$ cat config.mk
export PLATFORM = sky130hd
export DESIGN_NAME = alu_result_stage_flat
export DESIGN_NICKNAME = d
export VERILOG_FILES = /design/src/rtl/alu_result_stage_if.sv /design/src/rtl/alu_result_stage.sv /design/src/flat_wrapper.sv
export SDC_FILE = /design/constraint.sdc
export NUM_CORES = 1
export LEC_CHECK = 0
export ABC_AREA = 1
export BUFFER_PORTS_ARGS = -buffer_cell sky130_fd_sc_hd__clkbuf_2
export CAP_MARGIN = 15
export CORE_ASPECT_RATIO = 1.2
export CORE_UTILIZATION = 50
export CTS_CLUSTER_SIZE = 12
export DETAILED_ROUTE_END_ITERATION = 16
export GPL_TIMING_DRIVEN = 0
export PLACE_DENSITY = 0.82
export REMOVE_ABC_BUFFERS = 1
export SYNTH_ARGS = -nofsm -noshare
export SYNTH_HDL_FRONTEND = slang
export SYNTH_SLANG_ARGS = --single-unit
$ cat constraint.sdc
create_clock -name clk -period 6.3 [get_ports clk]
set_input_delay 0.945 -clock clk [delete_from_list [all_inputs] [get_ports clk]]
set_output_delay 0.945 -clock clk [all_outputs]
set_load 0.005 [all_outputs]
$ cat src/rtl/alu_result_stage_if.sv
// alu_result_stage_if: groups the handshake, ALU result inputs, bus read
// enables and register outputs of alu_result_stage.
//   master : control unit / ALU side (drives start, alu_sel, c_hi/c_lo, enables)
//   slave  : alu_result_stage (drives busy, done, Z/HI/LO, bus_data, flags)
interface alu_result_stage_if;
    logic        start;
    logic [3:0]  alu_sel;
    logic [31:0] c_hi;
    logic [31:0] c_lo;
    logic        zlo_out;
    logic        zhi_out;
    logic        hi_out;
    logic        lo_out;
    logic        busy;
    logic        done;
    logic [31:0] z_hi;
    logic [31:0] z_lo;
    logic [31:0] hi_reg;
    logic [31:0] lo_reg;
    logic [31:0] bus_data;
    logic [1:0]  status_flags;

    modport master (
        output start, alu_sel, c_hi, c_lo, zlo_out, zhi_out, hi_out, lo_out,
        input  busy, done, z_hi, z_lo, hi_reg, lo_reg, bus_data, status_flags
    );

    modport slave (
        input  start, alu_sel, c_hi, c_lo, zlo_out, zhi_out, hi_out, lo_out,
        output busy, done, z_hi, z_lo, hi_reg, lo_reg, bus_data, status_flags
    );
endinterface

$ cat src/rtl/alu_result_stage.sv
// alu_result_stage: retires one ALU operation at a time. On start (in IDLE)
// the op code is latched and a per-op settle window counted down; at the end
// of the window c_hi/c_lo are captured into Z (and HI/LO for mul/div), then
// done pulses for one cycle.
// Ports:
//   clk  - rising-edge clock
//   clr  - asynchronous active-high reset
//   io   - alu_result_stage_if.slave: start/alu_sel/c_hi/c_lo/read enables in,
//          busy/done/z_hi/z_lo/hi_reg/lo_reg/bus_data/status_flags out
// Optional feature: define ALU_STATUS_FLAGS_EN to enable the {negative, zero}
// status flags; otherwise status_flags is tied to 2'b00.
module alu_result_stage #(
    parameter int MUL_CYCLES   = 4,
    parameter int DIV_CYCLES   = 8,
    parameter int BASIC_CYCLES = 1
) (
    input logic              clk,
    input logic              clr,
    alu_result_stage_if.slave io
);

    localparam int MUL_N   = (MUL_CYCLES   < 1) ? 1 : MUL_CYCLES;
    localparam int DIV_N   = (DIV_CYCLES   < 1) ? 1 : DIV_CYCLES;
    localparam int BASIC_N = (BASIC_CYCLES < 1) ? 1 : BASIC_CYCLES;
    localparam int MAX_MD  = (MUL_N > DIV_N) ? MUL_N : DIV_N;
    localparam int MAX_N   = (MAX_MD > BASIC_N) ? MAX_MD : BASIC_N;
    // Counter holds N-1, so clog2(MAX_N) bits suffice.
    localparam int CNT_W   = (MAX_N > 1) ? $clog2(MAX_N) : 1;

    localparam logic [3:0] OP_MUL = 4'd5;
    localparam logic [3:0] OP_DIV = 4'd6;

    typedef enum logic [1:0] {S_IDLE, S_WAIT, S_DONE} state_t;

    state_t            state_q, state_d;
    logic [CNT_W-1:0]  cnt_q, cnt_d;
    logic [3:0]        op_q, op_d;
    logic              busy_q, busy_d;
    logic              done_q, done_d;
    logic [31:0]       z_hi_q, z_hi_d;
    logic [31:0]       z_lo_q, z_lo_d;
    logic [31:0]       hi_q, hi_d;
    logic [31:0]       lo_q, lo_d;
    logic              capture;

    function automatic logic [CNT_W-1:0] load_for(input logic [3:0] sel);
        case (sel)
            OP_MUL:  load_for = CNT_W'(MUL_N - 1);
            OP_DIV:  load_for = CNT_W'(DIV_N - 1);
            default: load_for = CNT_W'(BASIC_N - 1);
        endcase
    endfunction

    always_comb begin
        state_d = state_q;
        cnt_d   = cnt_q;
        op_d    = op_q;
        z_hi_d  = z_hi_q;
        z_lo_d  = z_lo_q;
        hi_d    = hi_q;
        lo_d    = lo_q;
        capture = 1'b0;

        case (state_q)
            S_IDLE: begin
                if (io.start) begin
                    op_d    = io.alu_sel;
                    cnt_d   = load_for(io.alu_sel);
                    state_d = S_WAIT;
                end
            end
            S_WAIT: begin
                if (cnt_q != '0) begin
                    cnt_d = cnt_q - CNT_W'(1);
                end else begin
                    capture = 1'b1;
                    state_d = S_DONE;
                end
            end
            S_DONE:  state_d = S_IDLE;
            default: state_d = S_IDLE;
        endcase

        if (capture) begin
            if (op_q < 4'd3) begin
                z_hi_d = '0;
                z_lo_d = '0;
            end else begin
                z_hi_d = io.c_hi;
                z_lo_d = io.c_lo;
            end
            if (op_q == OP_MUL || op_q == OP_DIV) begin
                hi_d = io.c_hi;
                lo_d = io.c_lo;
            end
        end

        // busy/done are registered: derive them from the next state.
        busy_d = (state_d != S_IDLE);
        done_d = (state_d == S_DONE);
    end

    always_ff @(posedge clk or posedge clr) begin
        if (clr) begin
            state_q <= S_IDLE;
            cnt_q   <= '0;
            op_q    <= '0;
            busy_q  <= 1'b0;
            done_q  <= 1'b0;
            z_hi_q  <= '0;
            z_lo_q  <= '0;
            hi_q    <= '0;
            lo_q    <= '0;
        end else begin
            state_q <= state_d;
            cnt_q   <= cnt_d;
            op_q    <= op_d;
            busy_q  <= busy_d;
            done_q  <= done_d;
            z_hi_q  <= z_hi_d;
            z_lo_q  <= z_lo_d;
            hi_q    <= hi_d;
            lo_q    <= lo_d;
        end
    end

`ifdef ALU_STATUS_FLAGS_EN
    logic [1:0] flags_q, flags_d;

    // Reserved ops retire a forced zero, so their flags describe that zero.
    always_comb begin
        flags_d = flags_q;
        if (capture) begin
            if (op_q < 4'd3) begin
                flags_d = 2'b01;
            end else if (op_q == OP_MUL || op_q == OP_DIV) begin
                flags_d = {io.c_hi[31], ({io.c_hi, io.c_lo} == 64'd0)};
            end else begin
                flags_d = {io.c_lo[31], (io.c_lo == 32'd0)};
            end
        end
    end

    always_ff @(posedge clk or posedge clr) begin
        if (clr) flags_q <= '0;
        else     flags_q <= flags_d;
    end

    assign io.status_flags = flags_q;
`else
    assign io.status_flags = '0;
`endif

    assign io.busy   = busy_q;
    assign io.done   = done_q;
    assign io.z_hi   = z_hi_q;
    assign io.z_lo   = z_lo_q;
    assign io.hi_reg = hi_q;
    assign io.lo_reg = lo_q;

    always_comb begin
        if (io.zlo_out)     io.bus_data = z_lo_q;
        else if (io.zhi_out) io.bus_data = z_hi_q;
        else if (io.hi_out)  io.bus_data = hi_q;
        else if (io.lo_out)  io.bus_data = lo_q;
        else                 io.bus_data = '0;
    end

endmodule

$ cat src/flat_wrapper.sv
// flat-port wrapper written by rule: the top's interface ports become plain ports
module alu_result_stage_flat 
#(
    parameter int MUL_CYCLES   = 4,
    parameter int DIV_CYCLES   = 8,
    parameter int BASIC_CYCLES = 1
)
  (clk, clr, io_start, io_alu_sel, io_c_hi, io_c_lo, io_zlo_out, io_zhi_out, io_hi_out, io_lo_out, io_busy, io_done, io_z_hi, io_z_lo, io_hi_reg, io_lo_reg, io_bus_data, io_status_flags);
  alu_result_stage_if io_i ();
  input logic clk;
  input logic clr;
  input wire logic [$bits(io_i.start)-1:0] io_start;
  input wire logic [$bits(io_i.alu_sel)-1:0] io_alu_sel;
  input wire logic [$bits(io_i.c_hi)-1:0] io_c_hi;
  input wire logic [$bits(io_i.c_lo)-1:0] io_c_lo;
  input wire logic [$bits(io_i.zlo_out)-1:0] io_zlo_out;
  input wire logic [$bits(io_i.zhi_out)-1:0] io_zhi_out;
  input wire logic [$bits(io_i.hi_out)-1:0] io_hi_out;
  input wire logic [$bits(io_i.lo_out)-1:0] io_lo_out;
  output wire logic [$bits(io_i.busy)-1:0] io_busy;
  output wire logic [$bits(io_i.done)-1:0] io_done;
  output wire logic [$bits(io_i.z_hi)-1:0] io_z_hi;
  output wire logic [$bits(io_i.z_lo)-1:0] io_z_lo;
  output wire logic [$bits(io_i.hi_reg)-1:0] io_hi_reg;
  output wire logic [$bits(io_i.lo_reg)-1:0] io_lo_reg;
  output wire logic [$bits(io_i.bus_data)-1:0] io_bus_data;
  output wire logic [$bits(io_i.status_flags)-1:0] io_status_flags;
  assign io_i.start = io_start;
  assign io_i.alu_sel = io_alu_sel;
  assign io_i.c_hi = io_c_hi;
  assign io_i.c_lo = io_c_lo;
  assign io_i.zlo_out = io_zlo_out;
  assign io_i.zhi_out = io_zhi_out;
  assign io_i.hi_out = io_hi_out;
  assign io_i.lo_out = io_lo_out;
  assign io_busy = io_i.busy;
  assign io_done = io_i.done;
  assign io_z_hi = io_i.z_hi;
  assign io_z_lo = io_i.z_lo;
  assign io_hi_reg = io_i.hi_reg;
  assign io_lo_reg = io_i.lo_reg;
  assign io_bus_data = io_i.bus_data;
  assign io_status_flags = io_i.status_flags;
  alu_result_stage #(.MUL_CYCLES(MUL_CYCLES), .DIV_CYCLES(DIV_CYCLES), .BASIC_CYCLES(BASIC_CYCLES)) u_core (.clk(clk), .clr(clr), .io(io_i));
endmodule
Yosys cells after proc, flatten, opt, wreduce, memory -nomap -nowiden
Index checks and enable logic that the tools add are counted.
{"block": "word_totals", "register_bits": 139, "inputBits": 75, "output_inout_bits": 164, "elab_cells": 42}
{"block": "classes", "add_sub_neg": 1, "n_lt_le_gt_ge": 1, "n_eq_ne": 8, "mux": 15, "reduce_logical": 8}
{"cell": "32-bit 2-to-1 mux", "count": 6}
{"cell": "4-bit by 3-bit equality test with 1-bit output (second input constant)", "count": 4}
{"cell": "3-bit case mux with 2 select lines", "count": 2}
{"cell": "3-bit 2-to-1 mux", "count": 2}
{"cell": "4-bit by 2-bit less-than comparator with 1-bit output (second input constant)", "count": 1}
{"cell": "2-bit 2-to-1 mux", "count": 2}
{"cell": "2-bit case mux with 2 select lines", "count": 1}
{"cell": "2-bit AND reduction", "count": 2}
{"cell": "2-bit nonzero test", "count": 2}
{"cell": "3-bit AND reduction", "count": 1}
{"cell": "3-bit nonzero test", "count": 1}
{"cell": "3-bit by 1-bit subtractor with 3-bit output (second input constant)", "count": 1}
{"cell": "2-bit by 1-bit equality test with 1-bit output (second input constant)", "count": 1}
{"cell": "2-bit equality test (second input constant)", "count": 1}
{"cell": "2-bit zero test", "count": 1}
{"cell": "1-bit 2-to-1 mux", "count": 2}
{"cell": "2-bit by 1-bit != test with 1-bit output (second input constant)", "count": 1}
{"cell": "2-bit != test (second input constant)", "count": 1}
{"cell": "1-bit logical OR", "count": 1}

Longest topological paths before layout
{"block": "logic_depth", "word_depth": 4, "depth_mapped": 8, "mapped_depth_nobuf": 8}

Worst setup path before layout
OpenSTA, ideal clock, no wires.
{"block": "synth_path", "path_type": "input-to-output", "startpoint": "input port io_hi_out", "endpoint": "output port io_bus_data[13]", "arrival_ns": 1.648, "required_time_ns": 5.355, "slack_ns": 3.707, "cell_stages": 7, "n_path_buf": 2, "path_cell_list": "buf_2 > nor2_2 > buf_2 > nand2_1 > nand2_1 > nand2_1 > o21ai_1"}
{"block": "synth_via", "elab_chain_cells": 3}
{"item": "from (decl)", "line": "flat_wrapper.sv:18", "rtl": "input wire logic [$bits(io_i.hi_out)-1:0] io_hi_out;"}
{"item": "32-bit 2-to-1 mux", "line": "alu_result_stage.sv:164", "rtl": "else if (io.hi_out) io.bus_data = hi_q;"}
{"item": "32-bit 2-to-1 mux", "line": "alu_result_stage.sv:163", "rtl": "else if (io.zhi_out) io.bus_data = z_hi_q;"}
{"item": "32-bit 2-to-1 mux", "line": "alu_result_stage.sv:162", "rtl": "if (io.zlo_out) io.bus_data = z_lo_q;"}
{"item": "to (decl)", "line": "flat_wrapper.sv:26", "rtl": "output wire logic [$bits(io_i.bus_data)-1:0] io_bus_data;"}
Every way passes these cells.

Worst setup path in the final report
{"block": "layout_path", "startpoint": "input port io_hi_out", "endpoint": "output port io_bus_data[14]"}
Same word-level chain as after synthesis.

==> impl_metrics.json <==
{
  "status": "completed",
  "place.gp.congestion": 0.815,
  "chipHeight_um": 129,
  "insertion_delay_ps": 420,
  "fin_crit_ps": 4070,
  "grt-ovfl-total": 0,
  "antenna_found_initial": 0,
  "synthCells": 844,
  "ys_seq_area_share_pct": 51.8,
  "holdBufCountCts": 0,
  "synth_commonest_cells": "nand2_1 (251), dfrtp_1 (139), nand3_1 (131), inv_1 (77), o21ai_0 (70)",
  "rr_worst_depth": 7,
  "rsz0062_at_grt": "false",
  "instances_no_fill": 1228,
  "synth_most_common_cell": "nand2_1",
  "maxCapViolCount": 0,
  "vias": 6612,
  "holdCritStartpoint": "u_core.cnt_q[0]",
  "std_cell_rows": 46,
  "drc": 0,
  "tns_ps": 0,
  "p_comb_share_pct": 39.4,
  "vias_per_cell": 5.38,
  "cts_buffers": 17,
  "antenna_cells": 0,
  "worstSetupPathType": "input pin to primary output",
  "p_per_area_nw_per_um2": 513,
  "drt_pass1_iterations": 8,
  "syn_area_per_cell_um2": 7.96,
  "p_leak_nw": 4.49,
  "htreeDepth": 4,
  "drt_iter0_drc": 416,
  "cp-start-kind": "input pin",
  "cts-root-buf": "clkbuf_16",
  "hold_depth": 2,
  "postCtsSetupBuffers": 0,
  "postLayoutCoreUtil_pct": 65.0,
  "worst_pin_slew_ps": 1020,
  "start_util_pct": 51.0,
  "cts_buffer_depth": 2,
  "crit_path_end_kind": "primary output",
  "hpwlAfterDp_um": 12900,
  "synthFlopType": "dfrtp_1",
  "power.switching_mw": 1.74,
  "r2r-start": "u_core.op_q[1]",
  "cts_resized": 0,
  "grt_use_total_pct": 28.9,
  "cp.arrival_ps": 3120,
  "seqPwrFrac_pct": 36.1,
  "fin_hold_ws_ps": 485,
  "tritoncts": "yes",
  "ant_nets": 0,
  "core_um2": 13200,
  "drive_above_1_share_pct": 27.3,
  "area_growth_syn_to_layout_pct": 27.6,
  "cts.sinks": 139,
  "fillers": 1134,
  "final_hold_viol_count": 0,
  "syn_area_um2": 6720,
  "rr_endpoint": "u_core.io.lo_reg[5]",
  "grt_pass1_wl_um": 31000,
  "ys_seq_elements": 139,
  "slew_headroom_pct": 32.0,
  "total_power_mw": 4.39,
  "finalCritPeriodShare_pct": 64.6,
  "wire_per_inst_um": 16.1,
  "intPower_mw": 2.65,
  "grt_max_degree": 73,
  "sw_frac_of_total_pct": 39.6,
  "vdd_drop_max_mv": 0.255,
  "fin_nets": 1124,
  "synth.distinct_cells": 20,
  "min_to": "u_core.cnt_q[0]",
  "first_global_vias": 6295,
  "synth_edf_count": 0,
  "synth_top_area_share_pct": 51.8,
  "synthTopCellsByArea": "dfrtp_1 (52%), nand2_1 (14%), nand3_1 (9.8%)",
  "synth_warnings": 0,
  "crit_fanout": 33,
  "fin_skew_ps": 9.52,
  "dpl.cell_count": 1196,
  "portBuffers": 236,
  "clk_pin_slew_worst_paths_ps": 60,
  "setup_viol": 0,
  "die_w_um": 108,
  "p_clk_share_pct": 24.5,
  "max_freq_mhz": 246,
  "finalWirelength_um": 19800,
  "yosysTopAreaCell": "dfrtp_1",
  "required_ps": 5350,
  "dieArea_um2": 13900,
  "async_reset_ff_share_pct": 100,
  "slew_violations": 0,
  "reg2reg_setup_slack_ps": 3640,
  "io_pins": 239,
  "holdCritPathClass": "flop to flop"
}
-- stage by stage --
stage | setup slack, ps | area, um^2
final | 2230 | 8570
after global routing | 2080 | 8570
after CTS | 2210 | 8570
after detailed placement | 2220 | 7940
after global placement | 83.2 | 7700
after floorplan | 1630 | 6300
-- cell families after synthesis --
| logic type | count (synthesis) | synth area share, % |
|---|---|---|
| AND/OR/NAND/NOR | 393 | 24.7 |
| AO/OA/AOI/OAI | 167 | 12.4 |
| buffers and inverters | 142 | 10.6 |
| flip-flops | 139 | 51.8 |
| adder cells (fa/ha/maj) | 2 | 0.372 |
| other | 1 | 0.0558 |
-- power groups by stage --
stage	clock network, mW	registers [mW]	logic (mW)
after floorplan	0	1.59	0.827
after global placement	0	1.57	1.58
after detailed placement	0	1.59	1.72
after CTS	1.08	1.58	1.73
after global routing	1.13	1.64	1.94
final	1.08	1.59	1.73
-- layout make-up --
class | count | area, um^2 | area share, %
clock buffers | 18 | 439 | 5.12
repair buffers | 246 | 1400 | 16.4
flip-flops and latches | 139 | 3480 | 40.6
well taps | 168 | 210 | 2.45
multi-input cells | 564 | 2540 | 29.7
inverters | 79 | 302 | 3.52
clock inverters | 14 | 194 | 2.26
-- how the worst max path moves through the flow --
stage | from | end | slack, ps
floorplan | clr | u_core.cnt_q[0] | 1630
global placement | clr | u_core.io.z_lo[22] | 80
detailed placement | io_hi_out | io_bus_data[14] | 2220
CTS | io_hi_out | io_bus_data[14] | 2210
global route | io_hi_out | io_bus_data[14] | 2080
finish | io_hi_out | io_bus_data[14] | 2230
-- routing by layer --
metal	up-vias	routed length, um	GRT usage, %
met1	3132	8080	34.6
met3	60	1040	5.67
met4	0	698	14.7
li1	3143	-	-
met2	277	9990	49.2
met5	-	0	0
-- worst max-delay path, cell delays in order --
cell      delay, ps
clkbuf_2        530
nor2_4         1000
nand2_1         180
nand2_1         110
nand2_1          90
o21ai_1         110
clkbuf_2        130
-- placed cells by master (no fill, tap or decap), types with 3 or more instances in the layout --
cell	count
nand2_1	250
clkbuf_2	236
buf_16	3
buf_12	7
inv_1	76
o21ai_1	33
nor2_1	4
clkbuf_16	17
nor2_4	3
clkinv_2	3
bufinv_16	4
nand2_2	4
a21oi_1	64
inv_6	3
dfrtp_1	139
clkinv_4	3
o21ai_0	70
nand3_1	131
(Power assumes the default switching activity.)
